`src/rtl/ftdi_pkg.sv`:
```
// ftdi_pkg: shared state encodings and widths for the FTDI receive frame loader.
package ftdi_pkg;
  typedef enum logic [1:0] {BUS_IDLE, BUS_OE, BUS_READ} bus_state_t;
  typedef enum logic [1:0] {P_SYNC, P_B0, P_B1, P_B2} parse_state_t;
  localparam logic [7:0] SYNC_BYTE_DEF = 8'hA5;
  localparam int PIX_W = 20;
endpackage

```
`src/rtl/ftdi_rx_frame_loader_if.sv`:
```
// ftdi_rx_frame_loader_if: FT232H pins, framebuffer write port and swap handshake.
interface ftdi_rx_frame_loader_if #(parameter int ADDR_W = 14);
  logic [7:0] data_in;
  logic rxf_n;
  logic txe_n;
  logic oe_n;
  logic rd_n;
  logic wr_n;
  logic [ftdi_pkg::PIX_W-1:0] fb_wdata;
  logic [ADDR_W-1:0] fb_waddr;
  logic fb_we;
  logic frame_start;
  logic fb_sel;
  logic frame_done;
  logic sync_err;
  modport master (
    output data_in, rxf_n, txe_n, frame_start,
    input oe_n, rd_n, wr_n, fb_wdata, fb_waddr, fb_we, fb_sel, frame_done, sync_err
  );
  modport slave (
    input data_in, rxf_n, txe_n, frame_start,
    output oe_n, rd_n, wr_n, fb_wdata, fb_waddr, fb_we, fb_sel, frame_done, sync_err
  );
endinterface

```
`src/rtl/ftdi_pixel_packer.sv`:
```
// ftdi_pixel_packer: parses sync + 3-byte pixels from an accepted-byte stream into
// framebuffer writes, with a mid-frame idle timeout that aborts back to sync hunt.
module ftdi_pixel_packer import ftdi_pkg::*; #(
  parameter int NUM_PIXELS = 16384,
  parameter int ADDR_W = 14,
  parameter logic [7:0] SYNC_BYTE = SYNC_BYTE_DEF,
  parameter int TIMEOUT_CYC = 600000
) (
  input  logic clk,
  input  logic rst_n,
  input  logic [7:0] rx_byte,
  input  logic rx_valid,
  output logic fb_we,
  output logic [PIX_W-1:0] fb_wdata,
  output logic [ADDR_W-1:0] fb_waddr,
  output logic frame_done,
  output logic sync_err
);
  localparam int TW = $clog2(TIMEOUT_CYC + 1);
  parse_state_t state, state_nx;
  logic [15:0] lo;
  logic [ADDR_W-1:0] pix_cnt;
  logic [TW-1:0] idle_cnt;
  logic last, timeout, bad_sync;
  assign last = pix_cnt == ADDR_W'(NUM_PIXELS - 1);
  assign timeout = state != P_SYNC && !rx_valid && idle_cnt == TW'(TIMEOUT_CYC - 1);
  assign bad_sync = rx_valid && state == P_SYNC && rx_byte != SYNC_BYTE;
  always_comb begin
    state_nx = state;
    if (timeout) state_nx = P_SYNC;
    else if (rx_valid)
      case (state)
        P_SYNC: state_nx = rx_byte == SYNC_BYTE ? P_B0 : P_SYNC;
        P_B0: state_nx = P_B1;
        P_B1: state_nx = P_B2;
        default: state_nx = last ? P_SYNC : P_B0;
      endcase
  end
  always_ff @(posedge clk or negedge rst_n)
    if (!rst_n) state <= P_SYNC;
    else state <= state_nx;
  always_ff @(posedge clk or negedge rst_n)
    if (!rst_n) begin
      lo <= '0;
      pix_cnt <= '0;
      idle_cnt <= '0;
      fb_we <= 1'b0;
      fb_wdata <= '0;
      fb_waddr <= '0;
      frame_done <= 1'b0;
      sync_err <= 1'b0;
    end else begin
      fb_we <= rx_valid && state == P_B2;
      frame_done <= rx_valid && state == P_B2 && last;
      sync_err <= bad_sync || timeout;
      idle_cnt <= (state == P_SYNC || rx_valid || timeout) ? '0 : idle_cnt + 1'b1;
      if (timeout) pix_cnt <= '0;
      if (rx_valid)
        case (state)
          P_SYNC: if (rx_byte == SYNC_BYTE) pix_cnt <= '0;
          P_B0: lo[7:0] <= rx_byte;
          P_B1: lo[15:8] <= rx_byte;
          default: begin
            fb_wdata <= {rx_byte[3:0], lo};
            fb_waddr <= pix_cnt;
            pix_cnt <= last ? '0 : pix_cnt + 1'b1;
          end
        endcase
    end
endmodule

```
`src/rtl/ftdi_rx_frame_loader.sv`:
```
// ftdi_rx_frame_loader: FT232H 245-sync FIFO read sequencer feeding the pixel packer,
// plus the double-buffer swap that flips fb_sel on frame_start after a completed frame.
module ftdi_rx_frame_loader import ftdi_pkg::*; #(
  parameter int NUM_PIXELS = 16384,
  parameter int ADDR_W = 14,
  parameter logic [7:0] SYNC_BYTE = SYNC_BYTE_DEF,
  parameter int TIMEOUT_CYC = 600000
) (
  input logic clk_60,
  input logic rst_n,
  ftdi_rx_frame_loader_if.slave bus
);
  bus_state_t bstate, bstate_nx;
  logic accept, swap_pending, unused_txe;
  assign unused_txe = bus.txe_n;
  assign bus.wr_n = 1'b1;
  // rd_n follows rxf_n combinationally so the strobe drops the cycle the FIFO empties
  assign bus.rd_n = bstate == BUS_READ ? bus.rxf_n : 1'b1;
  assign accept = bstate == BUS_READ && !bus.rxf_n;
  always_comb begin
    bstate_nx = bstate;
    bstate_nx = bstate == BUS_IDLE ? (bus.rxf_n ? BUS_IDLE : BUS_OE) :
                bstate == BUS_OE ? BUS_READ : (bus.rxf_n ? BUS_IDLE : BUS_READ);
  end
  always_ff @(posedge clk_60 or negedge rst_n)
    if (!rst_n) begin
      bstate <= BUS_IDLE;
      bus.oe_n <= 1'b1;
    end else begin
      bstate <= bstate_nx;
      bus.oe_n <= bstate_nx == BUS_IDLE;
    end
  always_ff @(posedge clk_60 or negedge rst_n)
    if (!rst_n) begin
      swap_pending <= 1'b0;
      bus.fb_sel <= 1'b0;
    end else begin
      bus.fb_sel <= bus.fb_sel ^ (bus.frame_start & swap_pending);
      swap_pending <= swap_pending ? !bus.frame_start : bus.frame_done;
    end
  ftdi_pixel_packer #(
    .NUM_PIXELS(NUM_PIXELS), .ADDR_W(ADDR_W), .SYNC_BYTE(SYNC_BYTE), .TIMEOUT_CYC(TIMEOUT_CYC)
  ) u_packer (
    .clk(clk_60),
    .rst_n(rst_n),
    .rx_byte(bus.data_in),
    .rx_valid(accept),
    .fb_we(bus.fb_we),
    .fb_wdata(bus.fb_wdata),
    .fb_waddr(bus.fb_waddr),
    .frame_done(bus.frame_done),
    .sync_err(bus.sync_err)
  );
endmodule

```
`src/flat_wrapper.sv`:
```
// flat-port wrapper written by rule: the top's interface ports become plain ports
module ftdi_rx_frame_loader_flat import ftdi_pkg::*;
#(
  parameter int NUM_PIXELS = 16384,
  parameter int ADDR_W = 14,
  parameter logic [7:0] SYNC_BYTE = SYNC_BYTE_DEF,
  parameter int TIMEOUT_CYC = 600000
)
  (clk_60, rst_n, bus_data_in, bus_rxf_n, bus_txe_n, bus_frame_start, bus_oe_n, bus_rd_n, bus_wr_n, bus_fb_wdata, bus_fb_waddr, bus_fb_we, bus_fb_sel, bus_frame_done, bus_sync_err);
  ftdi_rx_frame_loader_if #(.ADDR_W(ADDR_W)) bus_i ();
  input logic clk_60;
  input logic rst_n;
  input wire logic [$bits(bus_i.data_in)-1:0] bus_data_in;
  input wire logic [$bits(bus_i.rxf_n)-1:0] bus_rxf_n;
  input wire logic [$bits(bus_i.txe_n)-1:0] bus_txe_n;
  input wire logic [$bits(bus_i.frame_start)-1:0] bus_frame_start;
  output wire logic [$bits(bus_i.oe_n)-1:0] bus_oe_n;
  output wire logic [$bits(bus_i.rd_n)-1:0] bus_rd_n;
  output wire logic [$bits(bus_i.wr_n)-1:0] bus_wr_n;
  output wire logic [$bits(bus_i.fb_wdata)-1:0] bus_fb_wdata;
  output wire logic [$bits(bus_i.fb_waddr)-1:0] bus_fb_waddr;
  output wire logic [$bits(bus_i.fb_we)-1:0] bus_fb_we;
  output wire logic [$bits(bus_i.fb_sel)-1:0] bus_fb_sel;
  output wire logic [$bits(bus_i.frame_done)-1:0] bus_frame_done;
  output wire logic [$bits(bus_i.sync_err)-1:0] bus_sync_err;
  assign bus_i.data_in = bus_data_in;
  assign bus_i.rxf_n = bus_rxf_n;
  assign bus_i.txe_n = bus_txe_n;
  assign bus_i.frame_start = bus_frame_start;
  assign bus_oe_n = bus_i.oe_n;
  assign bus_rd_n = bus_i.rd_n;
  assign bus_wr_n = bus_i.wr_n;
  assign bus_fb_wdata = bus_i.fb_wdata;
  assign bus_fb_waddr = bus_i.fb_waddr;
  assign bus_fb_we = bus_i.fb_we;
  assign bus_fb_sel = bus_i.fb_sel;
  assign bus_frame_done = bus_i.frame_done;
  assign bus_sync_err = bus_i.sync_err;
  ftdi_rx_frame_loader #(.NUM_PIXELS(NUM_PIXELS), .ADDR_W(ADDR_W), .SYNC_BYTE(SYNC_BYTE), .TIMEOUT_CYC(TIMEOUT_CYC)) u_core (.clk_60(clk_60), .rst_n(rst_n), .bus(bus_i));
endmodule
```
`config.mk`:
```
export PLATFORM = sky130hd
export DESIGN_NAME = ftdi_rx_frame_loader_flat
export DESIGN_NICKNAME = d
export VERILOG_FILES = /design/src/rtl/ftdi_pkg.sv /design/src/rtl/ftdi_rx_frame_loader_if.sv /design/src/rtl/ftdi_pixel_packer.sv /design/src/rtl/ftdi_rx_frame_loader.sv /design/src/flat_wrapper.sv
export SDC_FILE = /design/constraint.sdc
export NUM_CORES = 1
export LEC_CHECK = 0
export CAP_MARGIN = 20
export CELL_PAD_IN_SITES_DETAIL_PLACEMENT = 0
export CELL_PAD_IN_SITES_GLOBAL_PLACEMENT = 1
export CORE_MARGIN = 3
export CORE_UTILIZATION = 23
export CTS_CLUSTER_SIZE = 12
export DETAILED_ROUTE_END_ITERATION = 7
export GPL_TIMING_DRIVEN = 0
export PLACE_DENSITY = 0.52
export SKIP_LAST_GASP = 1
export SYNTH_ARGS = -nofsm -noshare
export SYNTH_HDL_FRONTEND = slang
export SYNTH_SLANG_ARGS = --single-unit
```
`constraint.sdc`:
```
create_clock -name clk_60 -period 2.44 [get_ports clk_60]
set_clock_uncertainty 0.15 [all_clocks]
set_input_delay 0.488 -clock clk_60 [delete_from_list [all_inputs] [get_ports clk_60]]
set_output_delay 0.488 -clock clk_60 [all_outputs]
set_load 0.01 [all_outputs]
```
======== Word-level counts from Yosys, hierarchy flattened ========
Cells that the tools add are included.
storage, ports and cells
  flip-flop bits (word level) ............. 94
  output and inout bits ................... 41
  logic and storage cells ................. 68
cells by class
  add/sub/neg operators ................... 2
  eq/ne operators ......................... 9
  mux-type cells .......................... 17
  bitwise logic cells ..................... 3
  reduce and logical (&&, ||, !) cells .... 23
operators by type and width
  kind                                                 count
  two-way mux 14 bit                                   4
  one-hot mux 14 bit (2 select lines)                  1
  adder 20 x 1 -> 20 bit, second input constant        1
  equality test 20 bit, second input constant          1
  two-way mux 20 bit                                   1
  adder 14 x 1 -> 14 bit, second input constant        1
  equality test 14 bit, second input constant          1
  two-way mux 2 bit                                    5
  equality test 8 bit, second input constant           1
  inequality test 8 bit, second input constant         1
  logical AND 1 bit                                    7
  equality test 2 bit, second input constant           3
  zero test 2 bit                                      3
  one-hot mux 2 bit (3 select lines)                   1
  AND reduction 2 bit                                  3
  two-way mux 1 bit                                    5
  equality test 2 x 1 -> 1 bit, second input constant  2
  nonzero test 2 bit                                   2
  zero test 1 bit                                      3
  logical OR 1 bit                                     3
  OR reduction 3 bit                                   1
  OR reduction 2 bit                                   1
  bitwise AND 1 bit                                    1
  inverter 1 bit                                       1
  XOR 1 bit                                            1

======== Longest topological paths before layout ========
  word-level depth ........................ 9
  mapped depth ............................ 7
  gate-level depth less buffers ........... 7

======== Modules after synthesis ========
A second synthesis with hierarchy kept.
unflattened totals
  cell total of the unflattened synthesis .. 338
  area, all modules ....................... 4136.5 µm²
modules (own cells, without submodules)
  module                instances  cells an instance  area each (µm²)  sequential area each (µm²)
  ftdi_pixel_packer     1          320                3936.3           2227.1
  ftdi_rx_frame_loader  1          18                 200.2            126.4

======== Worst setup path after synthesis ========
No wires, ideal clock.
  path kind ............................... in2reg
  start point ............................. input port bus_data_in[6]
  end point ............................... register u_core.u_packer.pix_cnt[13]
  data arrival time ....................... 1687 ps
  data required time ...................... 2166 ps
  path slack .............................. 479 ps
  stages .................................. 5
  buffers on the path ..................... 0
  cell sequence ........................... nand4bb_1 or2_2 a31oi_4 nor2_1 a211o_1
on the way
  cells in the longest elaborated chain, start to end .. 4
RTL lines
  what                                 RTL line                 text
  start, declared                      flat_wrapper.sv:13       input wire logic [$bits(bus_i.data_in)-1:0] bus_data_in;
  equality test 8 bit                  ftdi_pixel_packer.sv:60  P_SYNC: if (rx_byte == SYNC_BYTE) pix_cnt <= '0;
  two-way mux 14 bit                   ftdi_pixel_packer.sv:60
  one-hot mux 14 bit (2 select lines)  ftdi_pixel_packer.sv:59  case (state)
  two-way mux 14 bit                   ftdi_pixel_packer.sv:58  if (rx_valid)
  end signal, assigned                 ftdi_pixel_packer.sv:66  pix_cnt <= last ? '0 : pix_cnt + 1'b1;
  end, declared                        ftdi_pixel_packer.sv:22  logic [ADDR_W-1:0] pix_cnt;
No other way between the ends.
A chain may end at the register's enable or synchronous reset.

======== Worst setup path after layout ========
  start point ............................. input port bus_rxf_n
  end point ............................... output port bus_rd_n
on the way
  cells in the longest elaborated chain, start to end .. 1
RTL lines
  what               RTL line                    text
  start, declared    flat_wrapper.sv:14          input wire logic [$bits(bus_i.rxf_n)-1:0] bus_rxf_n;
  two-way mux 1 bit  ftdi_rx_frame_loader.sv:18  assign bus.rd_n = bstate == BUS_READ ? bus.rxf_n : 1'b1;
  end, declared      flat_wrapper.sv:18          output wire logic [$bits(bus_i.rd_n)-1:0] bus_rd_n;
No other way between the ends.

==> results.cfg <==
[outcome]
status = finished, violations left
failed_checks = negative hold slack

[pwr]
finalPower_mw = 3.83
p_int_mw = 2.86
switching_power_mw = 0.971
sw_frac_of_total = 0.253
power_density_mw_per_mm2 = 715
combPwrFrac = 0.138
p_clk_frac = 0.386
peakVddDrop_mv = 0.356
power_frac_seq = 0.476
leakage_nw = 2.52

[synth]
synth.top_cell.area_share = 0.554
yosysMostFrequentCell = nand2_1
synth-edff-count = 0
ys_types = 53
yosysTopAreaCell = dfrtp_1
ys_seq_area_frac = 0.560
ys_warn_count = 0
netlist_top_cells_area = dfrtp_1 (55%), nand2_1 (10%), mux2_2 (4.6%), xor2_1 (3.1%), nor2_1 (2.8%)
synth_area_mm2 = 0.00420
yosys_register_bits = 94
synthArstFlopShare = 1.00
syn_area_per_cell_um2 = 10.3
syn_inst = 407
ys.flop_type = dfrtp_1
synth_common_cells = nand2_1 (117), dfrtp_1 (93), nor2_1 (31)
synthesis.nets = 427

[setup_path]
crit_fanout = 4
crit_family = buffers and inverters
worstSetupPathType = input pin to primary output
slowest_delay_ns = 0.46
path_cells = clkdlybuf4s50_1 > nor3b_2 > buf_4 > inv_1 > dlygate4sd2_1
path_buf_inv = 4
crit_arrival_ns = 1.75
required_ns = 1.80
crit_slowest_cell = clkdlybuf4s50_1
endpoint_kind = primary output
cp-start-kind = input pin

[cells_and_area]
multi_input_area_mm2 = 0.00173
nFillCells = 1849
fin_cells = 703
layout-drive-gt1-share = 0.123
final_nets = 495
diodes = 0
syn2layout_area_growth_pct = 27.6
regArea_mm2 = 0.00235
fin_area_mm2 = 0.00537

[floorplanning]
dieArea_mm2 = 0.0199
die_height_um = 141
die_w_um = 141
io_pins = 54
core_mm2 = 0.0176
start_util = 0.239
rows = 48

[detailed_routing]
dr_wl_met3_um = 380
drtAntennaViolNets = 0
drt_iter0_markers = 152
totalWireLength_um = 9840
drc_errors = 0
wl_per_cell_um = 14.0
wl_met1_um = 4920
dr.pass1.iters = 4
dr_wl_met2_um = 4380
vias = 3044
top_layer = met4
drt-vias-per-instance = 4.33

[placement]
port_buffers = 51
post-dp-hpwl_um = 6920
dp.cells = 684
dpl_worst_slack_ns = -0.402
globalplace.congestion = 0.750
placed_area_mm2 = 0.00502

[clocking]
ctsHoldBuffers = 0
cts_root_buf = clkbuf_16
clock_latency_ns = 0.35
htree_num_levels = 3
cts.path.max_buffers = 2
cts_tree = done
numCtsBuffers = 9
clkSlewWorstSetupHoldPaths_ns = 0.06
cts_sinks = 94

[grt]
antenna_found_initial = 0
grt-ovfl-total = 0
grt_pass1_wl_um = 17000
grt_max_degree = 53
grt_usage = 0.108
first_global_vias = 3185

[timing]
report.final.slew_viol_count = 0
worst_pin_slew_ns = 0.605
tns_ns = 0
hold_viol_final = 1
finalSetupViolCount = 0
fin_ws_ns = 0.0514
fin_crit_ns = 2.39
slew-limit-headroom = 0.595
rsz0062_at_grt = yes
period_share = 0.979
hold_slack_ns = -0.00846
max_freq_ghz = 0.419

[flow_run]
max-cap-violations = 0

[min_path]
hold_path.class = input pin to async pin
==> routing by layer <==
metal / vias up / global-route usage
li1: 1496 / -
met1: 1489 / 0.150
met2: 46 / 0.157
met3: 13 / 0.0305
met4: 0 / 0.0428
met5: - / 0
==> path summary, 6_finish.rpt <==
check	startpoint	to	slack (ns)	depth (start not counted)
setup / recovery	bus_rxf_n	bus_rd_n	0.05	5
hold / removal	rst_n	u_core.u_packer.idle_cnt[9]	-0.008	1
setup reg to reg	u_core.u_packer.state[0]	u_core.u_packer.pix_cnt[0]	0.25	7
hold reg to reg	u_core.bstate[1]	u_core.bstate[0]	0.31	1
max in group asynchronous	rst_n	u_core.bus.oe_n	1.44	2
min in group clk_60	u_core.bstate[1]	u_core.bstate[0]	0.31	1
==> through the flow <==
stage | hold WS [ns] | utilization
4_1_cts | 0.0133 | 0.304
3_5_place_dp | 0.302 | 0.285
2_1_floorplan | 0.0424 | -
3_3_place_gp | 0.283 | 0.284
5_1_grt | 0.0314 | 0.305
6_report | -0.00846 | 0.305
==> cell families after synthesis <==
| kind of cell | count (synthesis) | synth area share |
|---|---|---|
| fa+ha+maj | 7 | 0.0208 |
| other cells | 1 | 0.000892 |
| xor+xnor | 19 | 0.0396 |
| flops | 94 | 0.560 |
| buf+inv | 27 | 0.0298 |
| simple gates | 208 | 0.237 |
| compound gates | 32 | 0.0619 |
| mux | 19 | 0.0503 |
==> repair_timing <==
item                                   4_1_cts  5_1_grt
cloned                                       0        0
endpoints found under the hold margin        0        0
setup buffers                                3        2
gates resized for setup                      1        5
pin swaps                                    1        1
setup endpoints to repair                   11       37
==> layout make-up <==
cell class,count,area share
Multi-Input combinational cell,286,0.322
Inverter,8,0.00560
Buffer,19,0.0182
Clock inverter,4,0.0138
Timing Repair Buffer,57,0.107
Tap cell,225,0.0525
Clock buffer,10,0.0427
Sequential cell,94,0.439
==> power groups by stage <==
stage | sequential [mW] | combinational (mW) | clock, mW
final | 1.82 | 0.530 | 1.48
after global routing | 1.85 | 0.606 | 1.59
after CTS | 1.82 | 0.537 | 1.53
after detailed placement | 1.85 | 0.521 | 0
after global placement | 1.85 | 0.505 | 0
after floorplan | 1.83 | 0.329 | 0
==> state kept, by name (all words and copies together), names as in the netlist, 2 cells and up <==
| name | count |
|---|---|
| u_core.u_packer.fb_wdata | 20 |
| u_core.u_packer.pix_cnt | 14 |
| u_core.u_packer.lo | 16 |
| u_core.u_packer.fb_waddr | 14 |
| u_core.u_packer.state | 2 |
| u_core.u_packer.idle_cnt | 20 |
| u_core.bstate | 2 |
==> layout by cell type (no fill, tap or decap), types with 4 or more instances in the layout <==
cell / Yosys / layout
nor3_1: 6 / 6
o21ai_0: 5 / 5
clkdlybuf4s50_1: 0 / 49
nand3_1: 9 / 9
ha_1: 7 / 7
nor2_1: 31 / 31
and4_1: 6 / 6
buf_4: 3 / 9
inv_1: 8 / 8
o2bb2ai_1: 4 / 4
a211o_1: 4 / 4
xor2_1: 15 / 15
nand2_1: 117 / 116
and3_1: 6 / 6
dfrtp_1: 93 / 93
mux2_2: 17 / 17
and2_1: 6 / 6
clkbuf_16: 0 / 9
a22o_1: 4 / 4
xnor2_1: 4 / 4
nand4_1: 8 / 8
clkbuf_1: 11 / 10
==> worst register-to-register path: stages, from the launching register on <==
cell and delay (ns):
dfrtp_1 0.40, inv_1 0.10, ha_1 0.31, inv_1 0.04
o21ai_0 0.31, a31oi_4 0.06, nor2_1 0.50, mux2_2 0.26
No activity file was read; power rests on OpenSTA's default activity.
